`src/rtl/simple_pkg.sv`:
```
// Shared constants for the SIMPLE core: opcodes, branch conditions, flag layout.
// The optional I/O opcodes are enabled in p3_execute/simple_alu by SIMPLE_P3_IO_EN.
package simple_pkg;

  localparam int unsigned WIDTH_DEF = 16;

  localparam logic [3:0] OP_ADD = 4'd0;
  localparam logic [3:0] OP_SUB = 4'd1;
  localparam logic [3:0] OP_AND = 4'd2;
  localparam logic [3:0] OP_OR  = 4'd3;
  localparam logic [3:0] OP_XOR = 4'd4;
  localparam logic [3:0] OP_CMP = 4'd5;
  localparam logic [3:0] OP_MOV = 4'd6;
  localparam logic [3:0] OP_SLL = 4'd8;
  localparam logic [3:0] OP_SLR = 4'd9;
  localparam logic [3:0] OP_SRL = 4'd10;
  localparam logic [3:0] OP_SRA = 4'd11;
  localparam logic [3:0] OP_IN  = 4'd12;
  localparam logic [3:0] OP_OUT = 4'd13;
  localparam logic [3:0] OP_HLT = 4'd15;

  localparam logic [2:0] COND_BE  = 3'd0;
  localparam logic [2:0] COND_BLT = 3'd1;
  localparam logic [2:0] COND_BLE = 3'd2;
  localparam logic [2:0] COND_BNE = 3'd3;
  localparam logic [2:0] COND_B   = 3'd4;

  // Flags are packed {S,Z,C,V}
  localparam int unsigned FLAG_S = 3;
  localparam int unsigned FLAG_Z = 2;
  localparam int unsigned FLAG_C = 1;
  localparam int unsigned FLAG_V = 0;

  // Branch condition evaluated against the current S, Z, V flags
  function automatic logic cond_met(input logic s, input logic z, input logic v,
                                    input logic [2:0] c);
    logic lt;
    lt = s ^ v;
    case (c)
      COND_BE:  cond_met = z;
      COND_BLT: cond_met = lt;
      COND_BLE: cond_met = z | lt;
      COND_BNE: cond_met = ~z;
      COND_B:   cond_met = 1'b1;
      default:  cond_met = 1'b0;
    endcase
  endfunction

endpackage

```
`src/rtl/simple_alu.sv`:
```
// Combinational ALU for the p3 execute stage: result plus {S,Z,C,V}.
// SIMPLE_P3_IO_EN adds the IN opcode (result taken from i_inport).
module simple_alu
  import simple_pkg::*;
#(
  parameter int unsigned WIDTH = WIDTH_DEF
) (
  input  logic [WIDTH-1:0] i_a,
  input  logic [WIDTH-1:0] i_b,
  input  logic [3:0]       i_op,
`ifdef SIMPLE_P3_IO_EN
  input  logic [WIDTH-1:0] i_inport,
`endif
  output logic [WIDTH-1:0] o_result_c,
  output logic [3:0]       o_flags_c,
  output logic             o_upd_c
);

  localparam int unsigned SH_W = $clog2(WIDTH);

  logic [SH_W-1:0]   w_n;
  logic [SH_W:0]     w_rn;
  logic [WIDTH:0]    w_sum;
  logic [WIDTH:0]    w_dif;
  logic [WIDTH:0]    w_sl;
  logic [WIDTH-1:0]  w_rl;
  logic [WIDTH:0]    w_sr;
  logic signed [WIDTH:0] w_sa;
  logic [WIDTH-1:0]  w_res;
  logic              w_c;
  logic              w_v;

  // Shifts keep one guard bit so the last bit shifted out lands in a fixed position
  always_comb begin
    w_n   = i_b[SH_W-1:0];
    w_rn  = (SH_W+1)'(WIDTH) - {1'b0, w_n};
    w_sum = {1'b0, i_a} + {1'b0, i_b};
    w_dif = {1'b0, i_b} - {1'b0, i_a};
    w_sl  = {1'b0, i_b} << w_n;
    w_rl  = (i_b << w_n) | (i_b >> w_rn);
    w_sr  = {i_b, 1'b0} >> w_n;
    w_sa  = $signed({i_b, 1'b0}) >>> w_n;
    w_res   = '0;
    w_c     = 1'b0;
    w_v     = 1'b0;
    o_upd_c = 1'b1;
    case (i_op)
      OP_ADD: begin
        w_res = w_sum[WIDTH-1:0];
        w_c   = w_sum[WIDTH];
        w_v   = (i_a[WIDTH-1] == i_b[WIDTH-1]) && (w_sum[WIDTH-1] != i_a[WIDTH-1]);
      end
      OP_SUB, OP_CMP: begin
        w_res = w_dif[WIDTH-1:0];
        w_c   = w_dif[WIDTH];
        w_v   = (i_a[WIDTH-1] != i_b[WIDTH-1]) && (w_dif[WIDTH-1] != i_b[WIDTH-1]);
      end
      OP_AND: w_res = i_a & i_b;
      OP_OR:  w_res = i_a | i_b;
      OP_XOR: w_res = i_a ^ i_b;
      OP_MOV: w_res = i_a;
      OP_SLL: begin
        w_res = w_sl[WIDTH-1:0];
        w_c   = w_sl[WIDTH];
      end
      OP_SLR: begin
        w_res = w_rl;
        w_c   = (w_n != '0) & w_rl[0];
      end
      OP_SRL: begin
        w_res = w_sr[WIDTH:1];
        w_c   = w_sr[0];
      end
      OP_SRA: begin
        w_res = w_sa[WIDTH:1];
        w_c   = w_sa[0];
      end
`ifdef SIMPLE_P3_IO_EN
      OP_IN:  w_res = i_inport;
`endif
      default: o_upd_c = 1'b0;
    endcase
    o_result_c = w_res;
    o_flags_c  = {w_res[WIDTH-1], (w_res == '0), w_c, w_v};
  end

endmodule

```
`src/rtl/p3_execute.sv`:
```
// SIMPLE core execute stage: ALU, SZCV flags, branch resolution, squash and halt.
// SIMPLE_P3_IO_EN adds inport/outport and the IN/OUT opcodes.
module p3_execute
  import simple_pkg::*;
#(
  parameter int unsigned SQUASH_DEPTH = 0,
  parameter int unsigned WIDTH        = WIDTH_DEF
) (
  input  logic             clockp3,
  input  logic             reset,
  input  logic [WIDTH-1:0] alu1,
  input  logic [WIDTH-1:0] alu2,
  input  logic [3:0]       opcode,
  input  logic             writereg,
  input  logic [1:0]       memwrite,
  input  logic [2:0]       regaddress,
  input  logic [WIDTH-1:0] address,
  input  logic [WIDTH-1:0] storedata,
  input  logic             isbranch,
  input  logic [2:0]       cond,
  input  logic [WIDTH-1:0] pcp2,
  input  logic             haltin,
`ifdef SIMPLE_P3_IO_EN
  input  logic [WIDTH-1:0] inport,
  output logic [WIDTH-1:0] outport,
`endif
  output logic [WIDTH-1:0] aluresult,
  output logic             writeregout,
  output logic [1:0]       memwriteout,
  output logic [2:0]       regaddressout,
  output logic [WIDTH-1:0] addressout,
  output logic [WIDTH-1:0] storedataout,
  output logic             branchtaken,
  output logic [WIDTH-1:0] branchtarget,
  output logic [3:0]       flags,
  output logic             haltout
);

  localparam int unsigned SQ_W = (SQUASH_DEPTH > 0) ? $clog2(SQUASH_DEPTH + 1) : 1;

  logic [WIDTH-1:0] r_aluresult, r_addressout, r_storedataout, r_branchtarget;
  logic             r_writeregout, r_branchtaken, r_haltout;
  logic [1:0]       r_memwriteout;
  logic [2:0]       r_regaddressout;
  logic [3:0]       r_flags;
  logic [SQ_W-1:0]  r_squash;

  logic [WIDTH-1:0] w_alu_res;
  logic [3:0]       w_alu_flags, w_flags_nxt;
  logic             w_alu_upd, w_live, w_halt_now, w_adv, w_commit, w_take, w_flag_we;

  simple_alu #(.WIDTH(WIDTH)) u_alu (
    .i_a        (alu1),
    .i_b        (alu2),
    .i_op       (opcode),
`ifdef SIMPLE_P3_IO_EN
    .i_inport   (inport),
`endif
    .o_result_c (w_alu_res),
    .o_flags_c  (w_alu_flags),
    .o_upd_c    (w_alu_upd)
  );

  // live: instruction may act; adv: stage registers move; commit: side effects allowed
  assign w_live     = !r_haltout && (r_squash == '0);
  assign w_halt_now = w_live && haltin;
  assign w_adv      = !r_haltout && !w_halt_now;
  assign w_commit   = w_live && !haltin;
  assign w_take     = w_commit && isbranch &&
                      cond_met(r_flags[FLAG_S], r_flags[FLAG_Z], r_flags[FLAG_V], cond);
  assign w_flag_we  = w_commit && w_alu_upd && (writereg || (opcode == OP_CMP));

`ifdef SIMPLE_P3_IO_EN
  // IN only defines S and Z; C and V carry over
  assign w_flags_nxt = (opcode == OP_IN) ? {w_alu_flags[3:2], r_flags[1:0]} : w_alu_flags;
`else
  assign w_flags_nxt = w_alu_flags;
`endif

  always_ff @(posedge clockp3) begin
    if (reset) begin
      r_aluresult     <= '0;
      r_writeregout   <= 1'b0;
      r_memwriteout   <= '0;
      r_regaddressout <= '0;
      r_addressout    <= '0;
      r_storedataout  <= '0;
      r_branchtaken   <= 1'b0;
      r_branchtarget  <= '0;
      r_flags         <= '0;
      r_haltout       <= 1'b0;
      r_squash        <= '0;
    end else begin
      r_branchtaken <= w_take;
      if (w_take) begin
        r_branchtarget <= pcp2 + address;
        r_squash       <= SQ_W'(SQUASH_DEPTH);
      end else if (r_squash != '0) begin
        r_squash <= r_squash - SQ_W'(1);
      end
      if (w_halt_now) r_haltout <= 1'b1;
      if (w_adv) begin
        r_writeregout   <= w_commit & writereg;
        r_memwriteout   <= w_commit ? memwrite : 2'b00;
        r_regaddressout <= regaddress;
        r_addressout    <= address;
        r_storedataout  <= storedata;
        if (w_alu_upd && (opcode != OP_CMP)) r_aluresult <= w_alu_res;
      end
      if (w_flag_we) r_flags <= w_flags_nxt;
    end
  end

`ifdef SIMPLE_P3_IO_EN
  logic [WIDTH-1:0] r_outport;

  always_ff @(posedge clockp3) begin
    if (reset)                              r_outport <= '0;
    else if (w_commit && opcode == OP_OUT)  r_outport <= alu1;
  end

  assign outport = r_outport;
`endif

  assign aluresult     = r_aluresult;
  assign writeregout   = r_writeregout;
  assign memwriteout   = r_memwriteout;
  assign regaddressout = r_regaddressout;
  assign addressout    = r_addressout;
  assign storedataout  = r_storedataout;
  assign branchtaken   = r_branchtaken;
  assign branchtarget  = r_branchtarget;
  assign flags         = r_flags;
  assign haltout       = r_haltout;

endmodule

```
`config.mk`:
```
export PLATFORM = sky130hd
export DESIGN_NAME = p3_execute
export DESIGN_NICKNAME = d
export VERILOG_FILES = /design/src/rtl/simple_pkg.sv /design/src/rtl/simple_alu.sv /design/src/rtl/p3_execute.sv
export SDC_FILE = /design/constraint.sdc
export NUM_CORES = 1
export LEC_CHECK = 0
export ABC_AREA = 1
export CORE_MARGIN = 2
export CORE_UTILIZATION = 37
export CTS_BUF_LIST = sky130_fd_sc_hd__clkbuf_4 sky130_fd_sc_hd__clkbuf_8
export CTS_CLUSTER_DIAMETER = 50
export CTS_CLUSTER_SIZE = 28
export DETAILED_ROUTE_END_ITERATION = 10
export HOLD_SLACK_MARGIN = 0.1
export PLACE_DENSITY = 0.64
export SLEW_MARGIN = 30
export SYNTH_ARGS = -nofsm -noshare
export SYNTH_HDL_FRONTEND = slang
export SYNTH_SLANG_ARGS = --single-unit
```
`constraint.sdc`:
```
create_clock -name clockp3 -period 4.85 [get_ports clockp3]
set_clock_uncertainty 0.05 [all_clocks]
set_input_delay 0.485 -clock clockp3 [delete_from_list [all_inputs] [get_ports clockp3]]
set_output_delay 0.485 -clock clockp3 [all_outputs]
set_load 0.05 [all_outputs]
```
==> results of run 1 <==
[stage by stage]
| stage | cells | hold WS [ns] | power (mW) | util | area (um^2) |
|---|---|---|---|---|---|
| floorplan | 1572 | 0.504 | 1.45 | - | 8770 |
| global placement | 2026 | 0.387 | 1.88 | 0.461 | 10800 |
| detailed placement | 2026 | 0.390 | 1.87 | 0.461 | 10800 |
| CTS | 2042 | 0.405 | 2.44 | 0.470 | 11000 |
| global route | 2042 | 0.431 | 2.59 | 0.471 | 11000 |
| finish | 2042 | 0.405 | 2.45 | 0.471 | 11000 |
[power breakdown]
part | internal, mW | total [mW] | switching (mW)
Clock | 0.300 | 0.561 | 0.261
Combinational | 0.382 | 1.18 | 0.797
Sequential | 0.680 | 0.707 | 0.0268
[Yosys cell counts, types with 25 or more instances]
cell        n  area, um^2
nand2_1   472        1770
nor2_1    218         818
nand3_1   211        1060
inv_1     166         623
o21ai_0    94         470
dfxtp_1    77        1540
ha_1       70         876
a21oi_1    64         320
nand4_1    29         181
buf_2      26         130
clkbuf_1   25        93.8
[cell families (layout without fill, tap and decap cells)]
group	after synthesis	after routing	synth area share
AOI/OAI and AO/OA	204	204	0.129
buffers and inverters	234	385	0.107
muxes	1	1	0.00128
DFF	77	77	0.176
xor gates and xnor gates	14	14	0.0148
other	1	1	0.000427
and+or+nand+nor	968	968	0.465
adders and majority gates	73	73	0.107
[flip-flops by register name, indices dropped and copies added (netlist names)]
signal and count:
storedataout 16, branchtarget 16, flags 4, haltout 1
aluresult 16, regaddressout 3, addressout 16, branchtaken 1
writeregout 1, memwriteout 2, r_squash 1
[per-layer routing]
layer	share of wire	up-vias
li1	-	5375
met1	0.44	5005
met2	0.43	529
met3	0.077	113
met4	0.050	0
met5	0	-
[area by class of cell]
class	instances	share of cell area
multi-input cells	1261	0.572
clock buffers	10	0.0119
clock inverters	6	0.00852
repair buffers	195	0.172
flip-flops and latches	77	0.140
well taps	319	0.0362
inverters	174	0.0593
[worst min path at each step]
stage | to | depth (start not counted) | startpoint
detailed placement | branchtarget[11] | 2 | branchtarget[11]
CTS | branchtarget[11] | 2 | branchtarget[11]
global route | branchtarget[11] | 2 | branchtarget[11]
finish | branchtarget[11] | 2 | branchtarget[11]
global placement | branchtarget[12] | 2 | branchtarget[12]
floorplan | flags[1] | 1 | reset
[worst max-delay path, cell delays in order]
cell and delay [ns]:
clkdlybuf4s50_1 0.39, buf_4 0.21, inv_2 0.36, ha_1 0.23
inv_1 0.09, fa_1 0.48, xor2_1 0.18, o21ai_0 0.10
nor2_1 0.18, nand2_1 0.16, nor2_1 0.15, nand2_1 0.08
nor2_1 0.11, nand2_1 0.06, nor2_1 0.13, nand3_1 0.09
a21oi_1 0.13
==> summary.md, run 1 <==
| Metric | Value |
|---|---|
| Die H | `158 um` |
| Critical Path Sink Type | `flip-flop` |
| IO Pins | `173` |
| Inserted Diodes | `0` |
| First-pass GRT wire length | `59.2 mm` |
| FF-to-FF End | `branchtarget[5]` |
| Most Used Layer, Global Route | `met2` |
| # clock sinks | `77` |
| HPWL after detailed placement | `31.6 mm` |
| Ys flop type | `dfxtp_1` |
| Fmax | `0.293 GHz` |
| Syn avg cell area | `5.58 um^2` |
| CP max FO | `18` |
| Clock buffer count from CTS | `9` |
| Fraction of registers with async set/reset | `0` |
| Fraction of layout cells with a size suffix above 1 | `0.0412` |
| CP Launch Type | `input pin` |
| Data arrival, critical path | `3.65 ns` |
| Syn Inst Count | `1572` |
| Worst-skew pair later-pin latency | `0.36 ns` |
| # setup viols final | `0` |
| Pin count of the biggest net entering global routing | `38` |
| Power Density | `222 mW/mm^2` |
| Post-DR wirelength/cell | `19.3 um` |
| Via Count | `11000` |
| Final max-slew violation count | `0` |
| # Max-Cap Violations | `0` |
| Sequential cell area | `0.00154 mm^2` |
| Final nets | `1888` |
| Number of global-route vias before repair | `10200` |
| Rows | `56` |
| Worst-path clk slew | `0.08 ns` |
| Post-route ant nets | `0` |
| Pre-antenna DRT Iters | `6` |
| R2r startpoint | `haltout` |
| CTS root buf | `clkbuf_8` |
| M3 GR Usage | `0.0454` |
| H-tree levels | `3` |
| Die area | `0.0250 mm^2` |
| Mapped Area | `0.00877 mm^2` |
| GRT Total Usage | `0.310` |
| Initial antenna violation count | `0` |
| TritonCTS clock tree | `built` |
| Routed WL | `39.5 mm` |
| Met1 Use GR | `0.427` |
| Most frequent cells in the layout | `nand2_1, nor2_1, nand3_1` |
| Core ar. | `0.0234 mm^2` |
| Tcrit/Tclk final | `0.704` |
| R2R Setup Slk | `2.37 ns` |
| Pleak | `5.50 nW` |
| Final estimated routing congestion in global placement | `1.04` |
| Worst Setup SP | `alu2[0]` |
| Post-synth EDFFs | `0` |
| Number of gates resized after cts | `0` |
| Commonest non-fill, non-tap cell in the layout | `nand2_1` |
| Netlist cell types | `46` |
| M2 GR Usage | `0.475` |
| Slew headroom | `0.330` |
| Tmin final | `3.41 ns` |
| Area Overhead vs Synth | `25.6%` |
| PortBufs | `172` |
| Grt ovf | `0` |
| Synth warn | `0` |
| Setup TNS | `0 ns` |
| Outcome | `complete, no violations` |
| Worst-Margin Slew | `1.00 ns` |
| Post-synthesis sequential area ratio | `0.176` |
| Max Root-Sink Buffers | `2` |
| # Post-CTS Setup Buffers | `0` |
| CP endpoint | `flags[2]` |
| Kind of critical path | `input pin to flip-flop` |
| Fillcell total | `2617` |
| Post-synthesis register bit count | `77` |
| Starting Density | `0.375` |
| Worst slack at placement | `1.11 ns` |
| Mapped Nets | `1742` |
| DR iter-0 viols | `1113` |
| Drt drc | `0` |
| RSZ-0062 raised after global routing | `no` |
| Endpoints failing hold | `0` |
| PnR worst setup slack | `1.44 ns` |
| Die width | `158 um` |
| CP Data Required Time | `5.09 ns` |
| Worst Reg2Reg Path Length in Cells | `9` |
| CTS Hold Bufs | `0` |
| Hold/Removal Path Class | `flip-flop to flip-flop` |
| VDD IR max | `0.118 mV` |
| Multi-input logic area | `0.00630 mm^2` |
| Vias/cell | `5.40` |
No activity file was read; power rests on OpenSTA's default activity.
==> run 2: changes to the inputs <==
--- a/config.mk
+++ b/config.mk
@@ -13,7 +13,7 @@
 export CTS_CLUSTER_SIZE = 28
 export DETAILED_ROUTE_END_ITERATION = 10
 export HOLD_SLACK_MARGIN = 0.1
-export PLACE_DENSITY = 0.64
+export PLACE_DENSITY = 0.67
 export SLEW_MARGIN = 30
 export SYNTH_ARGS = -nofsm -noshare
 export SYNTH_HDL_FRONTEND = slang
==> constraint.sdc (replaced) <==
create_clock -name clockp3 -period 2.85 [get_ports clockp3]
set_clock_uncertainty 0.05 [all_clocks]
set_input_delay 0.285 -clock clockp3 [delete_from_list [all_inputs] [get_ports clockp3]]
set_output_delay 0.285 -clock clockp3 [all_outputs]
set_load 0.05 [all_outputs]
==> run 2 against run 1 <==
Compared with the run above: final area rose by 13%; first-iteration DRC count shrank 13%; critical endpoint unchanged; sequential share of layout area is 1.6 points lower; largest power group unchanged; cell count rose by 8.9%; wire length up 0.88%; flip-flop and latch count did not move; critical path depth grew 1; count of clock-buffer cells in the layout shrank 1; setup slack lost 1.3 ns.
==> summary.md, run 2 (same netlist as run 1, synthesis figures left out) <==
| Metric | Value |
|---|---|
| Pin count of the biggest net entering global routing | `56 (+47%)` |
| CP max FO | `3 (-15)` |
| Outcome | `complete, no violations` |
| Reg power frac | `0.276 (-0.013)` |
| GRT Total Usage | `0.318 (+0.00771)` |
| Worst path max stage delay | `0.50 ns (+0.02 ns)` |
| CP Data Required Time | `3.09 ns (-2.00 ns)` |
| # Max-Cap Violations | `0 (unchanged)` |
| Most frequent cells in the layout | `nand2_1, nor2_1, nand3_1` |
| Slew headroom | `0.357 (+0.0278)` |
| CTS root buf | `clkbuf_8` |
| Fmax | `0.370 GHz` |
| Area Overhead vs Synth | `41.6%` |
| CP bufs+invs | `4 (unchanged)` |
| P_sw | `1.91 mW (+76%)` |
| Inserted Diodes | `0 (unchanged)` |
| Switch share | `0.437 (-0.00626)` |
| Worst-skew pair later-pin latency | `0.35 ns (about the same)` |
| Initial antenna violation count | `1 (+1)` |
| Die H | `158 um (unchanged)` |
| Worst path depth | `18 (+1)` |
| Hold/Removal Path Class | `flip-flop to flip-flop` |
| First-pass GRT wire length | `60.6 mm (+2.4%)` |
| Number of gates resized after cts | `0 (unchanged)` |
| Final max-slew violation count | `0 (unchanged)` |
| Critical Path Sink Type | `flip-flop` |
| CTS Hold Bufs | `0 (unchanged)` |
| Crit-path cells | `clkdlybuf4s50_1 > buf_4 > ha_1 > inv_1 > fa_2 > inv_2 > nand2_1 > nand3_1 > nand4_1 > nor2_1 > nand2_1 > nor2_1 > nand2_1 > nor2_1 > nand2_1 > nor2_1 > nand3_1 > a21oi_1` |
| Final estimated routing congestion in global placement | `1.03 (-0.93%)` |
| Dpl cells | `2207 (+8.9%)` |
| Tmin final | `2.71 ns` |
| # clock sinks | `77 (unchanged)` |
| # Post-CTS Setup Buffers | `0 (unchanged)` |
| Post-DR wirelength/cell | `17.9 um (-7.3%)` |
| Die width | `158 um (unchanged)` |
| Kind of critical path | `input pin to flip-flop` |
| Hold Crit Depth | `2 (unchanged)` |
| Multi-input logic area | `0.00634 mm^2 (+0.62%)` |
| IO Pins | `173 (unchanged)` |
| Pre-antenna DRT Iters | `5 (-1)` |
| Data arrival, critical path | `2.94 ns (-0.71 ns)` |
| Clk pwr share | `0.197 (-0.032)` |
| Final nets | `2069 (+9.6%)` |
| Starting Density | `0.375 (unchanged)` |
| Worst Reg2Reg Path Length in Cells | `6 (-3)` |
| Non-Filler Instances | `2223 (+8.9%)` |
| TritonCTS clock tree | `built` |
| Drt drc | `0 (unchanged)` |
| Die area | `0.0250 mm^2 (unchanged)` |
| Power Density | `352 mW/mm^2 (+58%)` |
| CP Launch Type | `input pin` |
| H-tree levels | `3 (unchanged)` |
| Setup TNS | `0 ns (unchanged)` |
| Fillcell total | `2522 (-3.6%)` |
| Endpoints failing hold | `0 (unchanged)` |
| Rows | `56 (unchanged)` |
| Routed WL | `39.8 mm (+0.88%)` |
| VDD IR max | `0.271 mV (+130%)` |
| Vias/cell | `5.23 (-3.1%)` |
| Max Root-Sink Buffers | `2 (unchanged)` |
| Worst-path clk slew | `0.08 ns (about the same)` |
| PortBufs | `172 (unchanged)` |
| Number of global-route vias before repair | `10700 (+4.6%)` |
| Tcrit/Tclk final | `0.950` |
| Crit-path leading delay family | `simple AND/OR/NAND/NOR gates` |
| Sequential cell area | `0.00154 mm^2 (unchanged)` |
| Slowest CP cell | `clkdlybuf4s50_1` |
| Core ar. | `0.0234 mm^2 (unchanged)` |
| Clock buffer count from CTS | `9 (unchanged)` |
| Grt ovf | `0 (unchanged)` |
| Internal | `2.46 mW (+81%)` |
| Post-route ant nets | `0 (unchanged)` |
| Worst-Margin Slew | `0.960 ns (-0.0415 ns)` |
| Fraction of layout cells with a size suffix above 1 | `0.139 (+0.0980)` |
| Via Count | `11600 (+5.5%)` |
| DR iter-0 viols | `967 (-13%)` |
| Commonest non-fill, non-tap cell in the layout | `nand2_1` |
| HPWL after detailed placement | `33.1 mm (+4.7%)` |
| Pleak | `6.37 nW (+16%)` |
| # setup viols final | `0 (unchanged)` |
| Logic pwr share | `0.526 (+0.044)` |
==> run 2: metrics by stage <==
stage                     setup WS [ns]  utilization  power [mW]  hold slack, ns  area [um^2]
after detailed placement         -0.254        0.520        3.48           0.400        12200
final                             0.144        0.531        4.37           0.412        12400
after CTS                         0.115        0.529        4.35           0.418        12400
after global placement           -0.202        0.520        3.47           0.386        12200
after floorplan                   0.231            -        2.47           0.304         8770
after global routing            -0.0347        0.531        4.64           0.438        12400
==> run 2: routing by layer <==
| metal | wire (um) | track usage |
|---|---|---|
| met1 | 17700 | 0.440 |
| met2 | 16900 | 0.474 |
| met3 | 3300 | 0.0682 |
| met4 | 1920 | 0.139 |
| met5 | 13 | 0 |
==> run 2: final timing paths <==
kind	startpoint	endpoint	slack, ns
max	alu2[0]	flags[2]	0.14
min	branchtarget[6]	branchtarget[6]	0.41
max reg2reg	haltout	aluresult[13]	0.82
min reg2reg	branchtarget[6]	branchtarget[6]	0.41
==> run 2: worst min-delay path: cells and delay by family, from the launching register on <==
family	cells	cell delay [ns]
DFF	1	0.33
AOI/OAI and AO/OA	1	0.06
and+or+nand+nor	1	0.05
==> run 2: final cells by class <==
type | count | area share
multi-input combinational | 1261 | 0.511
timing repair buffer | 376 | 0.264
sequential | 77 | 0.124
inverter | 174 | 0.0526
tap | 319 | 0.0321
clock buffer | 9 | 0.00997
clock inverter | 7 | 0.00665
==> run 2: power by group through the flow <==
stage	sequential, mW	combinational (mW)	clock (mW)
after floorplan	1.50	0.971	0
after global placement	1.23	2.24	0
after detailed placement	1.23	2.25	0
after CTS	1.21	2.26	0.888
after global routing	1.22	2.49	0.934
final	1.21	2.30	0.863
==> run 3: changes to the inputs <==
--- a/config.mk
+++ b/config.mk
@@ -5,7 +5,6 @@
 export SDC_FILE = /design/constraint.sdc
 export NUM_CORES = 1
 export LEC_CHECK = 0
-export ABC_AREA = 1
 export CORE_MARGIN = 2
 export CORE_UTILIZATION = 37
 export CTS_BUF_LIST = sky130_fd_sc_hd__clkbuf_4 sky130_fd_sc_hd__clkbuf_8
==> constraint.sdc (replaced) <==
create_clock -name clockp3 -period 2.85 [get_ports clockp3]
set_clock_uncertainty 0.05 [all_clocks]
set_input_delay 0.4275 -clock clockp3 [delete_from_list [all_inputs] [get_ports clockp3]]
set_output_delay 0.4275 -clock clockp3 [all_outputs]
set_load 0.05 [all_outputs]
==> run 3 against run 2 <==
Compared with the run above: critical path depth is 3 lower; global-route usage is 2.2 points lower; total power is 8.7% higher; cell count is 14% lower; critical path type unchanged; the flow now finishes with violations (setup timing); flip-flop and latch count stayed put; die area is 0.51% higher; critical endpoint unchanged; final area is 14% higher; non-clock buffer count is 148 higher; area after synthesis is 0.53% higher; sequential power hardly changed; setup slack worse by 0.33 ns.
==> summary.md, run 3 <==
| Metric | Value |
|---|---|
| PnR Total Power | `4.75 mW (+8.7%)` |
| Pre-antenna DRT Iters | `7 (+2)` |
| Die width | `158 um (+0.26%)` |
| First-pass GRT wire length | `57.3 mm (-5.4%)` |
| Worst path max stage delay | `0.54 ns (+0.04 ns)` |
| Multi-input logic area | `0.00720 mm^2 (+14%)` |
| Routed WL | `39.0 mm (-2.1%)` |
| Mapped Nets | `1322 (-24%)` |
| Synth top area cells | `dfxtp_1, ha_1, nand2_1` |
| CP Data Required Time | `3.10 ns (about the same)` |
| Tmin final | `3.04 ns (+0.330 ns)` |
| Inserted Diodes | `0 (unchanged)` |
| Most frequent cells in the layout | `buf_4, clkdlybuf4s50_1, nand2_1` |
| Failing checks | `setup timing` |
| FF-to-FF End | `branchtarget[14]` |
| Power Density | `334 mW/mm^2 (-5.0%)` |
| Pin count of the biggest net entering global routing | `75 (+34%)` |
| Die H | `158 um (+0.26%)` |
| PortBufs | `172 (unchanged)` |
| Drt drc | `0 (unchanged)` |
| Fraction of registers with async set/reset | `0 (unchanged)` |
| Post-synthesis register bit count | `77 (unchanged)` |
| Pleak | `6.15 nW (-3.5%)` |
| DR iter-0 viols | `1096 (+13%)` |
| # Max-Cap Violations | `0 (unchanged)` |
| Post-synthesis sequential area ratio | `0.175 (-0.000923)` |
| IO Pins | `173 (unchanged)` |
| Worst Setup SP | `alu2[0]` |
| Area share of the largest cell type after synthesis | `0.175 (-0.0272)` |
| R2R Setup Slk | `0.90 ns (+0.08 ns)` |
| Grt ovf | `0 (unchanged)` |
| Commonest non-fill, non-tap cell in the layout | `buf_4` |
| Fmax | `0.329 GHz (-11%)` |
| Syn Inst Count | `1152 (-27%)` |
| Post-synth EDFFs | `0 (unchanged)` |
| PnR worst setup slack | `-0.186 ns (-0.330 ns)` |
| TritonCTS clock tree | `built` |
| CP endpoint | `flags[2]` |
| Clock buffer count from CTS | `9 (unchanged)` |
| Kind of critical path | `input pin to flip-flop` |
| Fraction of layout cells with a size suffix above 1 | `0.340 (+0.200)` |
| Netlist cell types | `86 (+87%)` |
| Endpoints failing hold | `0 (unchanged)` |
| Slowest CP cell | `or4_4` |
| Dpl cells | `1875 (-15%)` |
| Die area | `0.0251 mm^2 (+0.51%)` |
| Ys flop type | `dfxtp_1` |
| Core ar. | `0.0234 mm^2 (unchanged)` |
| Commonest cells post-synth | `nand2_1, a21oi_1, nor2_1, dfxtp_1, ha_1` |
| Crit-path cells | `buf_12 > clkinv_8 > buf_8 > ha_4 > inv_2 > fa_2 > nor2b_4 > o211a_1 > or4_4 > a311oi_4 > nand3b_1 > o221ai_2 > a32oi_2 > and4_1 > a31o_1` |
| CP Launch Type | `input pin` |
| Slew headroom | `0.464 (+0.107)` |
| GRT Total Usage | `0.296 (-0.0216)` |
| Max Root-Sink Buffers | `2 (unchanged)` |
| RSZ-0062 raised after global routing | `yes` |
| Hold/Removal Path Class | `input pin to flip-flop` |
| Number of global-route vias before repair | `10400 (-3.0%)` |
| CP max FO | `3 (unchanged)` |
| Worst-path clk slew | `0.10 ns (+0.02 ns)` |
| Final instance area | `0.0142 mm^2 (+14%)` |
| # clock sinks | `77 (unchanged)` |
| Area leader, netlist | `dfxtp_1` |
| Critical Path Sink Type | `flip-flop` |
| Area Overhead vs Synth | `61.1%` |
| Data arrival, critical path | `3.29 ns (+0.35 ns)` |
| R2r startpoint | `haltout` |
| Post-DR wirelength/cell | `20.3 um (+13%)` |
| Sequential cell area | `0.00154 mm^2 (unchanged)` |
| Tcrit/Tclk final | `1.07 (+0.116)` |
| Placed inst area | `0.0131 mm^2 (+7.4%)` |
| # setup viols final | `8 (+8)` |
| CTS root buf | `clkbuf_8` |
| Via Count | `11000 (-5.2%)` |
| Mapped Area | `0.00882 mm^2 (+0.53%)` |
| Outcome | `finished with violations` |
| Final nets | `1764 (-15%)` |
| Rows | `56 (unchanged)` |
| VDD IR max | `0.261 mV (-3.7%)` |
| Synth warn | `0 (unchanged)` |
| Worst-Margin Slew | `0.803 ns (-0.157 ns)` |
| Fillcell total | `2109 (-16%)` |
| CTS Hold Bufs | `0 (unchanged)` |
| Starting Density | `0.377 (+0.00198)` |
| Non-Filler Instances | `1918 (-14%)` |
| Final max-slew violation count | `0 (unchanged)` |
| Final estimated routing congestion in global placement | `1.04 (+1.9%)` |
| Setup TNS | `-0.725 ns (-0.725 ns)` |
| Worst-skew pair later-pin latency | `0.36 ns (about the same)` |
| HPWL after detailed placement | `30.5 mm (-7.9%)` |
| Worst Reg2Reg Path Length in Cells | `8 (+2)` |
| Post-route ant nets | `0 (unchanged)` |
| Vias/cell | `5.75 (+9.9%)` |
| Initial antenna violation count | `0 (-1)` |
| Count leader, synth | `nand2_1` |
| Syn avg cell area | `7.65 um^2 (+37%)` |
| H-tree levels | `3 (unchanged)` |
## run 3: changes by cell type after synthesis, moves of 31 or more
cell	previous run	this run
o21ai_0	94	44
nand2_1	472	138
inv_1	166	67
a21oi_1	64	96
clkbuf_1	25	56
nor2_1	218	93
nand3_1	211	19
mux2i_1	0	51
## run 3: power by group
group          switching (mW)  leakage [nW]  internal (mW)
combinational            1.40          5.41           1.21
sequential             0.0346         0.633           1.14
clock                   0.451         0.111          0.511
total                    1.88          6.15           2.87
## run 3: worst min-delay path by stage
stage                          start               end  slack (ns)  cells after the start
global route                   reset  branchtarget[14]        0.39                      4
detailed placement     addressout[7]     addressout[7]        0.40                      2
floorplan                 address[0]     addressout[0]        0.51                      2
CTS                            reset          flags[1]        0.35                      4
global placement    storedataout[13]  storedataout[13]        0.39                      2
finish                         reset          flags[1]        0.35                      4
## run 3: worst max-delay path: cells and delay by family
family	cells	cell delay (ns)
and+or+nand+nor	4	1.11
AOI/OAI and AO/OA	5	0.99
buffers and inverters	4	0.27
adders and majority gates	2	0.47
## run 3: stage by stage
| step | util | hold WS, ns | setup WS [ns] |
|---|---|---|---|
| after global routing | 0.607 | 0.388 | -0.265 |
| after global placement | 0.559 | 0.391 | -0.883 |
| after floorplan | - | 0.514 | -0.564 |
| after detailed placement | 0.559 | 0.397 | -0.916 |
| after CTS | 0.584 | 0.348 | -0.236 |
| final | 0.607 | 0.352 | -0.186 |
## run 3: layout make-up
type	count	area share
timing repair buffer	524	0.322
sequential	77	0.108
tap	319	0.0281
inverter	68	0.0191
multi-input combinational	914	0.507
clock inverter	6	0.00660
clock buffer	10	0.00925
## run 3: routing by layer
metal | vias to the layer above | wire length [um] | global-route usage
met5 | - | 0 | 0
met4 | 0 | 1640 | 0.109
met3 | 123 | 3480 | 0.0501
met2 | 580 | 18100 | 0.501
met1 | 5171 | 15800 | 0.379
li1 | 5152 | - | -
## run 3: kinds of logic (layout without fill, tap and decap cells)
kind of cell	Yosys count	count (layout)	share of synthesized area
fa+ha+maj	73	73	0.106
simple gates	379	379	0.211
other cells	1	1	0.000425
buf+inv	161	608	0.0779
flops	77	77	0.175
xor+xnor	19	19	0.0189
compound gates	353	353	0.276
mux	89	89	0.135
## run 3: repair_timing
action                                  CTS  global route
resized for setup                        72           109
cloned                                    1             1
buffers inserted                         11            15
pin swaps                                27            48
endpoints found under the setup margin   17            20
==> RTL change 1, RTL diff (flow settings as in run 3) <==
`WIDTH_DEF`: 16 -> 8.
--- a/src/rtl/simple_pkg.sv
+++ b/src/rtl/simple_pkg.sv
@@ -3,5 +3,5 @@
 package simple_pkg;
 
-  localparam int unsigned WIDTH_DEF = 16;
+  localparam int unsigned WIDTH_DEF = 8;
 
   localparam logic [3:0] OP_ADD = 4'd0;
Ports: changed (9 resized); port bits go from 173 to 101. No check against the original RTL was run, so the function may have changed too.
==> RTL change 1 against run 3 <==
- sequential power decreased by 42%
- total power decreased by 56%
- setup slack improved by 0.23 ns
- fmax increased by 8.2%
- final area decreased by 57%
- final cell count decreased by 56%
- sequential share of layout area increased by 3.9 points
- sequential cell count decreased by 32
- count of clock-buffer cells in the layout decreased by 5
- wire length decreased by 63%
- synthesized cell count decreased by 53%
- synthesized area decreased by 52%
- largest power group unchanged
- highest routed layer unchanged
==> RTL change 1: results (changes against run 3) <==
| Metric | Value |
|---|---|
| Run status | `finished, final reports clean` |
| Port bufs | `100 (-42%)` |
| Worst reg-to-reg setup slack | `1.10 ns (+0.20 ns)` |
| Min-Delay Path Class | `reg -> reg` |
| Max_slew headroom | `63.9% (+17 points)` |
| Num CTS Buffers | `5 (-4)` |
| CTS Sinks | `45 (-42%)` |
| R2R cell count | `6 (-2)` |
| Pre-CTS WS | `-0.414 ns (+0.502 ns)` |
| Post-synth net total | `640 (-52%)` |
| Comb pwr | `990 µW (-62%)` |
| Synth cell types | `72 (-16%)` |
| Register share of the cell area | `14.7% (+3.9 points)` |
| Grt met1 use | `29.1% (-8.8 points)` |
| Number of global-route vias before repair | `4547 (-56%)` |
| Fraction of area in non-clock buffers | `28.1% (-4.1 points)` |
| GRT Util Overall | `23.1% (-6.5 points)` |
| Worst VDD drop | `0.211 mV (-19%)` |
| Vias | `4621 (-58%)` |
| Worst skew pair latency | `0.30 ns (-0.06 ns)` |
| WL/cell | `17.3 µm (-15%)` |
| Largest net degree at the start of global routing | `45 (-40%)` |
| Comb_multi_in | `425 (-54%)` |
| Filler instances | `1041 (-51%)` |
| R2r endpoint | `branchtarget[2]` |
| GPL Wtd Cong | `0.942 (-9.8%)` |
| Count of non-CTS buffers in the layout | `189 (-64%)` |
==> RTL change 1: cell types whose count changed after synthesis, sizes merged, moves of 17 or more <==
cell and delta:
a211oi -22, a21oi -49, buf -17, clkbuf -38, dfxtp -32, ha -33
inv -32, mux2i -28, nand2 -77, nor2 -47, o21ai -17
==> RTL change 1: how the worst max path moves through the flow <==
stage          startpoint  cells past startpoint        to
2_1_floorplan     alu2[1]                     13  flags[2]
3_3_place_gp      alu2[0]                     12  flags[2]
3_5_place_dp      alu2[0]                     12  flags[2]
4_1_cts           alu2[0]                     12  flags[2]
5_1_grt           alu2[1]                     11  flags[2]
6_report          alu2[1]                     11  flags[2]
==> RTL change 1: layer usage <==
metal  vias to the layer above  routed length [µm]
li1                       2261                   -
met1                      2164                6290
met2                       159                7060
met3                        37                 880
met4                         0                 370
met5                         -                   0
==> RTL change 1: cell families (layout without fill, tap and decap cells) <==
kind of cell,after synthesis,in the layout,share of synthesized area (%)
AO/OA/AOI/OAI,156,156,24.9
XOR/XNOR,13,13,2.70
adder cells (fa/ha/maj),40,40,12.4
buffers and inverters,73,232,7.45
flip-flops,45,45,21.4
multiplexers,33,33,10.1
other,1,1,0.0890
AND/OR/NAND/NOR,182,182,21.0
==> RTL change 1: what timing repair did <==
item                       4_1_cts  5_1_grt
gates cloned                     0        0
pin swaps                        2        7
resized for setup                3       21
setup endpoints to repair        1        6
buffers inserted                 0        2
==> RTL change 1: stage by stage <==
stage	hold slack [ns]	TNS, ns	cells	total power [µW]	area (µm²)
after global routing	0.429	-0.0357	842	2200	6120
after global placement	0.392	-1.55	832	1640	5900
after detailed placement	0.399	-2.09	832	1650	5900
after floorplan	0.514	0	543	1250	4220
final	0.412	0	842	2090	6120
after CTS	0.410	0	840	2070	6010
==> RTL change 2, RTL diff (flow settings as in run 3) <==
Made on the original files. Register the output `flags` once more; this adds one clock of latency there. The other outputs are not delayed to match.
--- a/src/rtl/p3_execute.sv
+++ b/src/rtl/p3_execute.sv
@@ -131,5 +131,7 @@
   assign branchtaken   = r_branchtaken;
   assign branchtarget  = r_branchtarget;
-  assign flags         = r_flags;
+  always_ff @(posedge clockp3) begin
+    flags <= r_flags;
+  end
   assign haltout       = r_haltout;
 
Function: changed (Yosys sat finds a counterexample within 4 cycles, from zero or initial values and one cycle with reset high).
==> RTL change 2 against run 3 <==
- the flow still finishes with violations (setup timing)
- setup slack got worse by 0.10 ns
- total power increased by 5.3%
- die area decreased by 0.11%
- sequential cell count increased by 4
- count of clock-buffer cells in the layout unchanged
- synthesized area decreased by 0.11%
- wire length increased by 10%
- final area increased by 6.0%
- first-iteration DRC count increased by 7.8%
- critical path type unchanged
- largest cell class unchanged
==> RTL change 2: results (changes against run 3) <==
| Metric | Value |
|---|---|
| Run status | `finished, violations left` |
| Failing checks | `setup timing` |
| Worst Hold Path Cells | `0 (-4)` |
| Nets@finish | `1811 (+2.7%)` |
| Detailed Route WL | `43.0 mm (+10%)` |
| Worst setup margin | `-0.287 ns (-0.101 ns)` |
| Largest net degree at the start of global routing | `75 (unchanged)` |
| Setup crit end | `r_flags[2]` |
| Worst reg-to-reg setup slack | `0.69 ns (-0.21 ns)` |
| Worst Hold Launch | `r_flags[1]` |
| Tightest Pin Transition | `0.793 ns (-0.0102 ns)` |
| GPL Wtd Cong | `1.04 (-0.29%)` |
| Worst VDD drop | `0.223 mV (-15%)` |
| R2r endpoint | `r_flags[2]` |
| Placed Cells | `1895 (+1.1%)` |
| Critical-path top delay cell | `mux4_2` |
| Hold slack | `0.304 ns (-0.0480 ns)` |
| Hpwl dp | `33.0 mm (+8.2%)` |
| CP Max Fanout | `6 (+3)` |
| Syn Area/Cell | `7.69 µm² (+0.50%)` |
| Cell Count, Final, Fillers Out | `1965 (+2.5%)` |
| First-pass GRT wire length | `63.3 mm (+11%)` |
| Sequential element share of the synthesized area | `18.4% (+0.93 points)` |
| # setup viols final | `7 (-1)` |
| Post-synth net total | `1315 (-0.53%)` |
| Via density | `5.74 (-0.16%)` |
| Crit path from | `alu2[1]` |
| Synth cell types | `93 (+8.1%)` |
| Initial DRC count | `1181 (+7.8%)` |
| Critical Path AT | `3.38 ns (+0.09 ns)` |
| Min-Delay Path Class | `reg -> reg` |
| Commonest cells post-synth | `nand2_1 (148), nor2_1 (105), a21oi_1 (89)` |
| Drt first pass iters | `6 (-1)` |
| Number of global-route vias before repair | `10670 (+2.7%)` |
| Share of cells above drive strength 1 | `39.1% (+5.1 points)` |
| Top cells by area, synth | `dfxtp_1 (18%), ha_1 (9.9%), mux2i_1 (6.9%)` |
| CP max stage delay | `0.58 ns (+0.04 ns)` |
[RTL change 2: area by class of cell]
class                   instances  area (µm²)
repair buffers                574        5050
clock buffers                  10         138
fillers                      2038        8330
clock inverters                 6        72.6
multi-input cells             915        7530
flip-flops and latches         81        1620
well taps                     319         399
inverters                      60         258
[RTL change 2: metrics by stage]
stage	cell area [µm²]	utilization (%)	TNS [ns]	total power (µW)	setup WS, ns
2_1_floorplan	9010	-	-2.41	2550	-0.527
3_3_place_gp	13400	57.1	-13.27	3700	-0.967
3_5_place_dp	13400	57.1	-14.12	3710	-1.03
4_1_cts	14600	62.4	-0.629	4830	-0.285
5_1_grt	15100	64.4	-1.56	5220	-0.351
6_report	15100	64.4	-0.841	5000	-0.287
[RTL change 2: kinds of logic (layout without fill, tap and decap cells)]
logic type,count (synthesis),after routing,synth area share [%]
compound gates,339,339,26.9
xor+xnor,25,25,2.57
fa+ha+maj,73,73,10.6
buf+inv,149,650,7.17
flops,81,81,18.4
mux,90,90,13.5
other cells,1,1,0.0426
simple gates,387,387,20.8
[RTL change 2: what timing repair did]
| action | 4_1_cts | 5_1_grt |
|---|---|---|
| cloned | 5 | 0 |
| endpoints found under the setup margin | 15 | 17 |
| setup buffers | 34 | 18 |
| pin swaps | 59 | 69 |
| hold buffers | 0 | 0 |
| gates resized for setup | 206 | 111 |
[RTL change 2: report_power, final]
group | switching [µW] | internal [µW] | total (µW)
logic | 1520 | 1360 | 2880
registers | 34.3 | 1200 | 1240
clock network | 455 | 438 | 893
[RTL change 2: layer usage]
layer | track usage, % | share of wire, % | routed length (µm)
met1 | 44.8 | 41 | 17800
met2 | 53.9 | 45 | 19500
met3 | 4.90 | 8.8 | 3800
met4 | 11.6 | 4.3 | 1860
met5 | 0 | 0 | 0
